`src/rtl/spi_fifo_pkg.sv`:
```
// Shared definitions for the SPI receive FIFO and the register file that reads it.
// Defaults, status register bit positions and small helpers.
package spi_fifo_pkg;

    localparam int DEF_DEPTH    = 16;
    localparam int DEF_WIDTH    = 8;
    localparam int DEF_AF_LEVEL = 12;

    localparam int STATUS_W       = 5;
    localparam int ST_EMPTY       = 0;
    localparam int ST_FULL        = 1;
    localparam int ST_ALMOST_FULL = 2;
    localparam int ST_OVERFLOW    = 3;
    localparam int ST_UNDERFLOW   = 4;

    typedef struct packed {
        logic push;
        logic pop;
        logic ovf;
        logic unf;
    } fifo_op_t;

    typedef enum logic [1:0] {
        EDGE_NONE,
        EDGE_RISE,
        EDGE_FALL
    } cs_edge_e;

    function automatic logic [7:0] sat_add(
        input logic [7:0] a,
        input logic       b
    );
        logic [8:0] s;
        s = {1'b0, a} + {8'd0, b};
        return s[8] ? 8'hFF : s[7:0];
    endfunction

    function automatic logic [STATUS_W-1:0] pack_status(
        input logic empty,
        input logic full,
        input logic almost_full,
        input logic overflow,
        input logic underflow
    );
        logic [STATUS_W-1:0] s;
        s                 = '0;
        s[ST_EMPTY]       = empty;
        s[ST_FULL]        = full;
        s[ST_ALMOST_FULL] = almost_full;
        s[ST_OVERFLOW]    = overflow;
        s[ST_UNDERFLOW]   = underflow;
        return s;
    endfunction

endpackage

```
`src/rtl/spi_rx_fifo_frame.sv`:
```
// CS frame tracker: counts strobes per chip-select frame and reports
// the saturated byte count with a one-cycle pulse when CS deasserts.
module spi_frame_tracker
    import spi_fifo_pkg::*;
(
    input  logic       clk,
    input  logic       rst_n,
    input  logic       spi_active,
    input  logic       wr_valid,
    output logic [7:0] frame_len,
    output logic       frame_done
);

    logic       active_q;
    logic [7:0] count;
    cs_edge_e   cs_edge;

    always_comb begin
        cs_edge = EDGE_NONE;
        if (active_q && !spi_active) begin
            cs_edge = EDGE_FALL;
        end else if (!active_q && spi_active) begin
            cs_edge = EDGE_RISE;
        end
    end

    always_ff @(posedge clk or negedge rst_n) begin
        if (!rst_n) begin
            active_q   <= 1'b0;
            count      <= '0;
            frame_len  <= '0;
            frame_done <= 1'b0;
        end else begin
            active_q   <= spi_active;
            frame_done <= (cs_edge == EDGE_FALL);
            unique case (cs_edge)
                // The strobe coinciding with CS release still belongs to the frame.
                EDGE_FALL: begin
                    frame_len <= sat_add(count, wr_valid);
                    count     <= '0;
                end
                EDGE_RISE: begin
                    count <= {7'd0, wr_valid};
                end
                default: begin
                    count <= sat_add(count, wr_valid);
                end
            endcase
        end
    end

endmodule

```
`src/rtl/spi_rx_fifo.sv`:
```
// First-word-fall-through receive FIFO between the SPI slave and the
// register file, with sticky overflow/underflow and per-frame byte counts.
module spi_rx_fifo
    import spi_fifo_pkg::*;
#(
    parameter int DEPTH    = DEF_DEPTH,
    parameter int WIDTH    = DEF_WIDTH,
    parameter int AF_LEVEL = DEF_AF_LEVEL
) (
    input  logic                     clk,
    input  logic                     rst_n,
    input  logic                     wr_valid,
    input  logic [WIDTH-1:0]         wr_data,
    input  logic                     spi_active,
    input  logic                     rd_pop,
    output logic [WIDTH-1:0]         rd_data,
    input  logic                     flush,
    input  logic                     sticky_clr,
    output logic [$clog2(DEPTH):0]   level,
    output logic                     empty,
    output logic                     full,
    output logic                     almost_full,
    output logic                     overflow,
    output logic                     underflow,
    output logic [7:0]               frame_len,
    output logic                     frame_done
);

    localparam int AW = $clog2(DEPTH);
    localparam int LW = AW + 1;
    localparam logic [LW-1:0] FULL_L = LW'(DEPTH);
    localparam logic [LW-1:0] AF_L   = LW'(AF_LEVEL);
    localparam logic [LW-1:0] ONE    = LW'(1);

    logic [WIDTH-1:0] mem [DEPTH];
    logic [LW-1:0]    wr_ptr;
    logic [LW-1:0]    rd_ptr;
    logic [LW-1:0]    fill;
    fifo_op_t         op;

    assign fill        = wr_ptr - rd_ptr;
    assign level       = fill;
    assign empty       = (fill == '0);
    assign full        = (fill == FULL_L);
    assign almost_full = (fill >= AF_L);
    assign rd_data     = empty ? '0 : mem[rd_ptr[AW-1:0]];

    // Flush wins over everything in its cycle, including error detection.
    always_comb begin
        op      = '0;
        op.pop  = rd_pop && !empty;
        op.push = wr_valid && (!full || rd_pop);
        op.ovf  = wr_valid && full && !rd_pop;
        op.unf  = rd_pop && empty;
        if (flush) begin
            op = '0;
        end
    end

    always_ff @(posedge clk or negedge rst_n) begin
        if (!rst_n) begin
            wr_ptr <= '0;
            rd_ptr <= '0;
        end else if (flush) begin
            wr_ptr <= '0;
            rd_ptr <= '0;
        end else begin
            if (op.push) begin
                wr_ptr <= wr_ptr + ONE;
            end
            if (op.pop) begin
                rd_ptr <= rd_ptr + ONE;
            end
        end
    end

    always_ff @(posedge clk) begin
        if (op.push) begin
            mem[wr_ptr[AW-1:0]] <= wr_data;
        end
    end

    always_ff @(posedge clk or negedge rst_n) begin
        if (!rst_n) begin
            overflow  <= 1'b0;
            underflow <= 1'b0;
        end else begin
            overflow  <= (overflow && !sticky_clr) || op.ovf;
            underflow <= (underflow && !sticky_clr) || op.unf;
        end
    end

    spi_frame_tracker u_frame (
        .clk        (clk),
        .rst_n      (rst_n),
        .spi_active (spi_active),
        .wr_valid   (wr_valid),
        .frame_len  (frame_len),
        .frame_done (frame_done)
    );

endmodule
```
`config.mk`:
```
export PLATFORM = sky130hd
export DESIGN_NAME = spi_rx_fifo
export DESIGN_NICKNAME = d
export VERILOG_FILES = /design/src/rtl/spi_fifo_pkg.sv /design/src/rtl/spi_rx_fifo_frame.sv /design/src/rtl/spi_rx_fifo.sv
export SDC_FILE = /design/constraint.sdc
export NUM_CORES = 1
export LEC_CHECK = 0
export ABC_CLOCK_PERIOD_IN_PS = 3700
export CAP_MARGIN = 10
export CORE_UTILIZATION = 57
export DETAILED_ROUTE_END_ITERATION = 6
export DONT_BUFFER_PORTS = 1
export PLACE_DENSITY = 0.73
export SYNTH_ARGS = -nofsm -noshare
export SYNTH_HDL_FRONTEND = slang
export SYNTH_SLANG_ARGS = --single-unit
```
`constraint.sdc`:
```
create_clock -name clk -period 3.7 [get_ports clk]
set_input_delay 0.74 -clock clk [delete_from_list [all_inputs] [get_ports clk]]
set_output_delay 0.74 -clock clk [all_outputs]
set_load 0.02 [all_outputs]
```
==> key figures <==
STA
  • Fin Hold WS: about 18 ps
  • Final Hold Viols: 0
  • Fin Clk Skew: about 8.0 ps
  • Final worst path period need: around 3600 ps
  • Final setup fails: 0
  • Slew Limit Fails: 0
  • Final period util: 0.965
  • Slew @ Worst Pin: a little over 1000 ps
  • FMAX: 280 MHz
  • RSZ-0062 raised after global routing: no
  • Worst setup margin: 128 ps
  • Relative slew slack: 0.313

Placement
  • Placed Area: 0.00686 mm2
  • Placement Setup Slack: approximately 440 ps
  • Port Buffers: 0
  • Placed cell count: 527
  • DP Wirelength: ~8200 um
  • Gpl congestion: approximately 0.83

Global route
  • Largest net degree at the start of global routing: 37
  • Initial antenna violation count: 0
  • GRT Total Usage: 0.234
  • First-pass GRT wire length: 19700 um
  • Vias in the first global route: 3518
  • GR Overflow Total: 0

Cells and area
  • Final instance area: between 0.007 and 0.008 mm2
  • Diode count: 0
  • Area grow syn2layout: 11.8%
  • Final core occ: 0.651
  • Filler Cells Inserted: roughly 780
  • Number of nets in the layout: approximately 440
  • Layout Cells excl Fill: about 560
  • Fraction of layout cells with a size suffix above 1: 0.232

Synth
  • Cell accounting for the most synthesized area: edfxtp_1
  • Leading register cell type out of synthesis: edfxtp_1
  • Synth area leaders: edfxtp_1, mux4_2, dfrtp_1, ha_1, nor2_1
  • Mapped Cells: ~400
  • Synth Register Bits: 158
  • Post-synthesis async set-or-reset flop share: 0.190
  • Mapped Nets: ~420
  • Count leader, synth: edfxtp_1
  • Netlist cell types: 47
  • EDFF count, synth: 128
  • Mapped cell area: ~0.0067 mm2
  • Synth warnings: 0
  • Synth Area per Inst: between 15 and 20 um2
  • Share of Yosys cell area claimed by the top area cell type: 0.578
  • Top post-synthesis cells by count: edfxtp_1, mux4_2, nor2_1
  • Post-synthesis sequential area ratio: 0.691

Setup path
  • CP dominant cell by count: inv_1
  • Crit path max fanout: 14
  • Cells along the critical path: inv_1 > ha_1 > inv_1 > fa_1 > xnor2_1 > inv_2 > a211oi_2 > o2bb2a_4 > buf_4
  • Top delay family on crit path: compound AO/OA/AOI/OAI gates
  • Crit path capture type: output port
  • CP max-delay cell: dfrtp_1
  • Crit path buf inv count: 4
  • Worst Path Arrival: between 2000 and 3000 ps
  • Worst path required time: just under 3000 ps
  • CP peak stage delay: roughly 420 ps
  • Crit path launch type: flop
  • Setup CP Type: reg2out

Hold path
  • Hold Crit Class: in2async

Floorplan
  • Num ports: 42
  • Die height: approximately 110 um
  • Num rows: 39
  • Die Area: about 0.012 mm2
  • Starting Density: 0.583
  • Die width: between 100 and 150 um
  • Total core area: around 0.011 mm2

Clock tree
  • CTS tree: built
  • Post-cts resize count: 0
  • Clock Root Buffer: clkbuf_16
  • Latest clock arrival within the worst-skew pair: about 400 ps
  • Clk buf depth: 2
  • CTS buffer count: 17
  • CTS H-tree depth: 4
  • Clock transition at path regs: roughly 60 ps
  • Clock Sinks: roughly 160

Power
  • Worst vdd ir: approximately 400 uV
  • Pwr/cell area: 632 mW/mm2
  • Leak: 0.00255 uW

Detailed routing
  • Antenna-violating nets left: 0
  • DRT Wirelength: 12900 um
  • Via count: 3497
  • Via/cell ratio: roughly 6.2
  • DRT Pass-1 Iters: 5
  • Routed WL per cell: between 20 and 25 um
  • DR iter-0 viols: approximately 270
  • # DRC: 0

Run
  • Max Cap Violations: 0

Run status
  • Status: complete, no violations
==> final timing paths <==
path / depth (start not counted) / startpoint / to / slack, ps
max: 9 / wr_ptr[0] / empty / 130
min: 0 / rst_n / u_frame.frame_len[2] / 20
max reg2reg: 9 / wr_ptr[0] / mem[1][4] / 440
min reg2reg: 2 / wr_ptr[4] / wr_ptr[4] / 570
max in group asynchronous: 1 / rst_n / rd_ptr[0] / 2630
min in group clk: 0 / spi_active / u_frame.active_q / 350
==> cell families (layout without fill, tap and decap cells) <==
logic type / Yosys count / after routing / synth area share
AND/OR/NAND/NOR: 93 / 93 / 0.0709
multiplexers: 44 / 44 / 0.142
flip-flops: 158 / 158 / 0.691
AO/OA/AOI/OAI: 41 / 41 / 0.0395
buffers and inverters: 34 / 64 / 0.0224
XOR/XNOR: 5 / 5 / 0.00659
adder cells (fa/ha/maj): 14 / 14 / 0.0275
==> stage by stage <==
stage	total power, uW	TNS, ps
2_1_floorplan	2910	-774
3_3_place_gp	3090	0
3_5_place_dp	3110	0
4_1_cts	4690	0
5_1_grt	4870	0
6_report	4700	0
==> where the power goes <==
group | total (uW) | switching, uW | internal, uW
Sequential | 2020 | 48.0 | 1970
Clock | 1590 | 665 | 928
Combinational | 1090 | 626 | 461
Total | 4700 | 1340 | 3360
==> final cells by class <==
| class | instances | area (um2) | area share |
|---|---|---|---|
| repair buffers | 14 | 108 | 0.0145 |
| well taps | 143 | 179 | 0.0241 |
| clock inverters | 9 | 62.6 | 0.00842 |
| clock buffers | 23 | 488 | 0.0656 |
| inverters | 18 | 67.6 | 0.00909 |
| multi-input cells | 197 | 1930 | 0.260 |
| flip-flops and latches | 158 | 4600 | 0.618 |
==> routing by layer <==
| metal | global-route usage | vias to the layer above | routed length, um |
|---|---|---|---|
| met4 | 0.0762 | 0 | 178 |
| li1 | - | 1554 | - |
| met3 | 0.0611 | 18 | 735 |
| met5 | 0 | - | 0 |
| met2 | 0.358 | 116 | 6240 |
| met1 | 0.333 | 1809 | 5720 |
==> registers in the layout, summed over array words and instances, names as in the netlist <==
name	flops
mem	128
u_frame.count	8
u_frame.frame_len	8
rd_ptr	5
wr_ptr	5
overflow	1
u_frame.active_q	1
u_frame.frame_done	1
underflow	1
==> cell usage in the layout, fill, tap and decap left out, drive strengths merged, types with 10 or more instances in the layout <==
master  synthesis  routed
edfxtp        128     128
mux4           40      40
nor2           33      33
dfrtp          30      30
clkbuf          8      23
a21oi          19      19
inv            18      19
nand2          14      14
ha             13      13
buf             8      13
nand3          11      11
nor2b          10      10
o21ai          10      10
==> what timing repair did <==
item / 4_1_cts / 5_1_grt
buffers inserted: 0 / 2
setup endpoints to repair: 0 / 9
hold buffers: 0 / 1
hold endpoints to repair: 0 / 9
Power figures use the tool's default switching activity.
